## src/rtl/mac_n.sv

```systemverilog
// mac_n: sequential N-element dot product with one multiply per cycle.
// The optional MAC_N_RELU_EN macro clamps negative results to zero when sum is loaded.
module mac_n #(
  parameter int BW     = 8,
  parameter int N      = 4,
  parameter int SIGNED = 0,
  localparam int ACC_W = 2*BW + $clog2(N)
) (
  input  logic              clk,
  input  logic              rst,
  input  logic              start,
  input  logic [N*BW-1:0]   x_vec,
  input  logic [N*BW-1:0]   w_vec,
  output logic [ACC_W-1:0]  sum,
  output logic              done,
  output logic              busy
);

  localparam int IDX_W = (N > 1) ? $clog2(N) : 1;

  typedef enum logic [1:0] {IDLE, RUN, DONE} state_t;

  state_t            state;
  logic [IDX_W-1:0]  idx;
  logic [ACC_W-1:0]  acc;
  logic [N*BW-1:0]   x_reg;
  logic [N*BW-1:0]   w_reg;
  logic [BW-1:0]     x_el;
  logic [BW-1:0]     w_el;
  logic [ACC_W-1:0]  prod;
  logic [ACC_W-1:0]  acc_next;
  logic [ACC_W-1:0]  load_val;

  // Select the current element pair from the captured operands.
  always_comb begin
    x_el = '0;
    w_el = '0;
    for (int i = 0; i < N; i++) begin
      if (idx == IDX_W'(i)) begin
        x_el = x_reg[i*BW +: BW];
        w_el = w_reg[i*BW +: BW];
      end
    end
  end

  generate
    if (SIGNED != 0) begin : g_signed
      logic signed [2*BW-1:0] p;
      assign p    = $signed(x_el) * $signed(w_el);
      assign prod = ACC_W'(p);
    end else begin : g_unsigned
      logic [2*BW-1:0] p;
      assign p    = x_el * w_el;
      assign prod = ACC_W'(p);
    end
  endgenerate

  assign acc_next = acc + prod;

`ifdef MAC_N_RELU_EN
  // Only a signed build can produce a negative result; an unsigned MSB is magnitude.
  assign load_val = ((SIGNED != 0) && acc_next[ACC_W-1]) ? '0 : acc_next;
`else
  assign load_val = acc_next;
`endif

  always_ff @(posedge clk or negedge rst) begin
    if (!rst) begin
      state <= IDLE;
      idx   <= '0;
      acc   <= '0;
      x_reg <= '0;
      w_reg <= '0;
      sum   <= '0;
      done  <= 1'b0;
      busy  <= 1'b0;
    end else begin
      done <= 1'b0;
      case (state)
        IDLE: begin
          if (start) begin
            x_reg <= x_vec;
            w_reg <= w_vec;
            acc   <= '0;
            idx   <= '0;
            state <= RUN;
            busy  <= 1'b1;
          end
        end
        RUN: begin
          if (idx == IDX_W'(N-1)) begin
            sum   <= load_val;
            done  <= 1'b1;
            state <= DONE;
          end else begin
            acc <= acc_next;
            idx <= idx + 1'b1;
          end
        end
        DONE: begin
          state <= IDLE;
          busy  <= 1'b0;
        end
        default: begin
          state <= IDLE;
          busy  <= 1'b0;
        end
      endcase
    end
  end

endmodule
```

## config.mk

```make
export PLATFORM = sky130hd
export DESIGN_NAME = mac_n
export DESIGN_NICKNAME = d
export VERILOG_FILES = /design/src/rtl/mac_n.sv
export SDC_FILE = /design/constraint.sdc
export NUM_CORES = 1
export LEC_CHECK = 0
export ABC_AREA = 1
export CORE_ASPECT_RATIO = 1.1
export CORE_UTILIZATION = 62
export CTS_CLUSTER_DIAMETER = 100
export DETAILED_ROUTE_END_ITERATION = 8
export PLACE_DENSITY = 0.9
export SYNTH_ARGS = -nofsm -noshare
export SYNTH_HDL_FRONTEND = slang
export SYNTH_SLANG_ARGS = --single-unit
```

## constraint.sdc

```tcl
create_clock -name clk -period 10.8 [get_ports clk]
set_input_delay 2.7 -clock clk [delete_from_list [all_inputs] [get_ports clk]]
set_output_delay 2.7 -clock clk [all_outputs]
set_load 0.005 [all_outputs]
```

==> results of run 1 <==
-- worst reg2reg max path, cell delays in order (launching register included) --
cell     delay (ns)
dfrtp_1        0.43
inv_1          0.10
ha_1           0.93
a21oi_1        0.29
a22oi_4        0.36
inv_2          0.07
nand2_1        0.10
fa_1           0.43
fa_1           0.54
inv_1          0.07
fa_1           0.53
inv_1          0.05
fa_1           0.53
inv_1          0.05
ha_1           0.34
nand2_1        0.09
nand2_1        0.09
a21oi_1        0.15
nand2_1        0.08
xnor2_1        0.23
o21ai_0        0.12
-- worst min-delay path by stage --
stage / endpoint / slack, ns / depth (start not counted)
after floorplan: acc[13] / 0.45 / 2
after global placement: w_reg[1] / 0.46 / 2
after detailed placement: w_reg[7] / 0.47 / 2
after CTS: sum[15] / 0.49 / 2
after global routing: w_reg[10] / 0.50 / 2
final: sum[15] / 0.48 / 2
-- layout by cell type, fill, tap and decap left out, types with 2 or more instances in the layout --
cell and n:
a21oi_1 40, a22oi_2 10, a22oi_4 4, buf_4 3
clkbuf_16 9, clkdlybuf4s50_1 85, clkinv_4 3, dfrtp_1 106
fa_1 50, ha_1 44, inv_1 162, inv_2 19
nand2_1 331, nand3_1 37, nand3b_1 2, nand4_1 2
nor2_1 40, nor2_2 2, nor2_4 2, o21ai_0 21
o21ai_1 5, o21ai_2 7, o22ai_1 6, xnor2_1 5
xor2_1 3
-- cells by family after synthesis --
kind of cell / synth area share, %
compound gates: 9.020
xor+xnor: 0.9320
fa+ha+maj: 20.64
buf+inv: 11.93
flops: 35.28
simple gates: 22.20
-- metrics by stage --
step / instance area (sq um) / util [%] / hold WS [ns]
2_1_floorplan: 7518 / - / 0.4491
3_3_place_gp: 8368 / 71.86 / 0.4642
3_5_place_dp: 8368 / 71.86 / 0.4673
4_1_cts: 8657 / 74.34 / 0.4856
5_1_grt: 8657 / 74.34 / 0.4980
6_report: 8657 / 74.34 / 0.4794
-- per-layer routing --
layer,part of all wire [%],vias to the layer above,global-route usage [%]
li1,-,2976,-
met1,42,2976,39.59
met2,49,261,49.23
met3,5.6,49,3.987
met4,3.3,0,12.24
met5,0,-,0
-- synth_stat cells (all sizes together) --
cell / number / share of area [%]
nand2: 332 / 17
inv: 182 / 9.1
dfrtp: 106 / 35
fa: 50 / 13
ha: 44 / 7.3
nor2: 44 / 2.5
a21oi: 41 / 2.8
nand3: 38 / 2.6
o21ai: 33 / 2.5
buf: 25 / 2.5
a22oi: 14 / 2.8
o22ai: 7 / 0.67
clkbuf: 5 / 0.27
xnor2: 5 / 0.58
xor2: 3 / 0.35
nand3b: 2 / 0.20
nand4: 2 / 0.17
a22o: 1 / 0.13
and2: 1 / 0.083
o31ai: 1 / 0.10
or2: 1 / 0.083
-- layout make-up --
class / instances / area share, %
clock inverter: 5 / 0.5348
clock buffer: 11 / 2.804
tap: 150 / 2.168
sequential: 106 / 30.64
multi-input combinational: 619 / 45.84
inverter: 182 / 7.920
timing repair buffer: 88 / 10.09
==> qor.csv, run 1 <==
metric,value,unit
clock transition at the registers of the reported paths,0.07,ns
Initial DRC Count,437,
clk_lat worst skew,0.36,ns
Slew Limit Fails,0,
fillers,817,
crit path max fanout,32,
largest net degree at the start of global routing,81,
WL final,17.36,mm
Horiz. Die Dim,107.0,um
# nets final,1167,
CP arrival,5.94,ns
Critical path origin,idx[0],
DRT Pass-1 Iters,5,
share of layout cells above drive strength 1,6.726,%
Final ANT Viol Nets,0,
Final min period,5.726,ns
crit path kind,register to register,
CTS Buf Count,9,
Longest Clk Path Bufs,2,
Final setup viols,0,
Worst path depth,20,
Critical Path RT,11.02,ns
antenna fix cells,0,
RSZ-0062 raised after global routing,false,
number of global-route vias before repair,6229,
CP Launch Type,register,
setup ws final,5.074,ns
htree depth,3,
library cells used by synthesis,37,
io pins,87,
"slowest stage delay, CP",0.93,ns
mapped cell area,0.007518,sq mm
register area,0.002653,sq mm
root buf cell,clkbuf_16,
"Seq/Total Area, Yosys",35.28,%
non-filler cells in the finished layout,1161,
RR Endpoint,sum[10],
Hold Crit Class,register to register,
FF-to-FF setup slack,5.07,ns
HP Start,sum[15],
Overflow after GRT,0,
Die Area,0.01257,sq mm
first-pass GRT wire length,29.30,mm
Sink Count,106,
worst clock skew,0.01108,ns
CTS tree,yes,
DR vias,6262,
CP max-delay cell,ha_1,
worst slew pin tran,1.160,ns
"CP delay by family, top",adder cells,
Inst Count DP,1145,
Placer Congestion,0.9141,
Syn Inst Count,937,
Rows,41,
f_max,0.1746,GHz
total track usage,29.80,%
multi-input logic area,0.003969,sq mm
CP Capture Type,register,
die height,117.5,um
Area Overhead vs Synth,15.14,%
syn avg cell area,8.024,sq um
"Hold-fix buffers, CTS",0,
routed length per instance,14.96,um
worst path bufs/invs,5,
outcome,"complete, no violations",
relative slew slack,22.66,%
Final Hold Viols,0,
IO Port Bufs,86,
Yosys Warn Count,0,
Setup crit end,sum[10],
Worst R2R Start,idx[0],
r2r worst-path depth,20,
CTS resizes,0,
core area,0.01164,sq mm
share of the clock period used by the worst path,53.02,%
DRC viols,0,
Post-CTS Setup Bufs,0,
Vias/cell,5.394,
#FFs+latches synth,106,
crit path cell chain,"inv_1, ha_1, a21oi_1, a22oi_4, inv_2, nand2_1, fa_1, fa_1, inv_1, fa_1, inv_1, fa_1, inv_1, ha_1, nand2_1, nand2_1, a21oi_1, nand2_1, xnor2_1, o21ai_0",
max capacitance violation total,0,
syn_nets,1098,
setup tns final,0,ns
initial antenna violation count,0,
Place WS,5.146,ns
Initial Util,64.56,%
DP HPWL,12.95,mm
Power of run 1 is not shown: default switching activity piles up to over one toggle a cycle in this logic, so the estimate is an artifact.
==> run 2, diff against run 1 <==
- CORE_UTILIZATION: 62 -> 57
- PLACE_DENSITY: 0.9 -> 0.84
- clock period: 10.8 -> 5.7 ns (I/O delays scaled with it)
==> qor.csv, run 2 (same netlist as run 1, synthesis figures left out) <==
metric,value,unit
die height,122.5,um
FF-to-FF setup slack,0.48,ns
# nets final,1175,
relative slew slack,43.55,%
met1 Track Usage GR,35.43,%
Placer Congestion,0.9006,
Final setup viols,0,
Hold Crit Class,register to register,
Area Overhead vs Synth,16.24,%
initial antenna violation count,0,
clk_lat worst skew,0.36,ns
register area,0.002653,sq mm
Hold Path Depth,2,
Horiz. Die Dim,111.5,um
"slowest stage delay, CP",0.55,ns
DRC viols,5,
crit path kind,register to register,
Initial Util,58.96,%
clock transition at the registers of the reported paths,0.07,ns
antenna fix cells,0,
IO Port Bufs,86,
RR Endpoint,sum[17],
HP Start,sum[0],
Post-CTS Setup Bufs,0,
CTS Buf Count,9,
WL final,17.13,mm
Sink Count,106,
"most common cell after layout, fill and taps aside",nand2_1,
Rows,43,
f_max,0.1917,GHz
Slew Limit Fails,0,
Critical Path RT,5.94,ns
core area,0.01275,sq mm
worst slew pin tran,0.8467,ns
io pins,87,
setup tns final,0,ns
DP HPWL,12.98,mm
fillers,1011,
root buf cell,clkbuf_16,
CP Capture Type,register,
Vias/cell,5.222,
met2 GRT Util,46.56,%
share of the clock period used by the worst path,91.53,%
Crit path top cell by count,nand2_1,
DRT Pass-1 Iters,7,
Longest Clk Path Bufs,2,
worst clock skew,0.01347,ns
crit path max fanout,30,
htree depth,3,
Final Hold Viols,0,
"Hold-fix buffers, CTS",0,
r2r worst-path depth,23,
Final min period,5.217,ns
largest net degree at the start of global routing,80,
most used routing layer,met2,
Initial DRC Count,443,
CP max-delay cell,fa_1,
multi-input logic area,0.003971,sq mm
failing checks,design-rule violations,
max capacitance violation total,0,
Hold Path Sink,sum[0],
DR vias,6136,
share of layout cells above drive strength 1,7.564,%
grt met3 use,4.494,%
"commonest cells after routing, fill and taps aside","nand2_1, inv_1, dfrtp_1",
CP arrival,5.45,ns
CP Launch Type,register,
first-pass GRT wire length,28.92,mm
CTS tree,yes,
RSZ-0062 raised after global routing,false,
total track usage,27.38,%
CTS resizes,0,
Overflow after GRT,0,
Final ANT Viol Nets,0,
crit path cell chain,"ha_1, buf_4, a21oi_1, a22oi_4, inv_2, nand2_1, fa_1, fa_1, inv_1, fa_1, inv_1, fa_1, inv_1, ha_1, nand2_1, inv_1, nand3_1, nand2_1, nand2_1, nand2_1, nand2_1, nand3_1, nand2_1",
outcome,"finished, violations left",
number of global-route vias before repair,6060,
Worst R2R Start,idx[0],
Die Area,0.01365,sq mm
routed length per instance,14.58,um
-- run 2: how the worst max path moves through the flow --
stage,from,end,slack [ns],depth (start not counted)
floorplan,idx[0],acc[16],1.08,23
global placement,idx[0],sum[11],0.52,21
detailed placement,idx[0],acc[16],0.43,23
CTS,idx[0],acc[16],0.40,23
global route,idx[0],acc[16],0.19,23
finish,idx[0],sum[17],0.48,23
-- run 2: metrics by stage --
step / worst slack [ns] / instances / util (%) / hold slack (ns) / instance area [sq um]
floorplan: 1.082 / 937 / - / 0.4491 / 7518
global placement: 0.5225 / 1160 / 66.17 / 0.4636 / 8437
detailed placement: 0.4302 / 1160 / 66.17 / 0.4674 / 8437
CTS: 0.4015 / 1175 / 68.52 / 0.4854 / 8737
global route: 0.1909 / 1175 / 68.54 / 0.5059 / 8740
finish: 0.4829 / 1175 / 68.54 / 0.4812 / 8740
-- run 2: area by class of cell --
class	count	area share (%)
Timing Repair Buffer	96	10.68
Multi-Input combinational cell	619	45.44
Clock inverter	5	0.7015
Inverter	182	7.845
Sequential cell	106	30.35
Tap cell	157	2.248
Clock buffer	10	2.734
-- run 2: per-layer routing --
layer / up-vias / routed length, um
li1: 2978 / -
met1: 2914 / 7272
met2: 215 / 8311
met3: 29 / 1075
met4: 0 / 473
met5: - / 0
-- run 2: worst max-delay path: cells and delay by family, from the launching register on --
kind	cells	cell delay, ns
simple gates	9	0.83
compound gates	2	0.44
flops	1	0.42
fa+ha+maj	6	2.72
buf+inv	6	0.69
Power of run 2 is left out for the same reason.
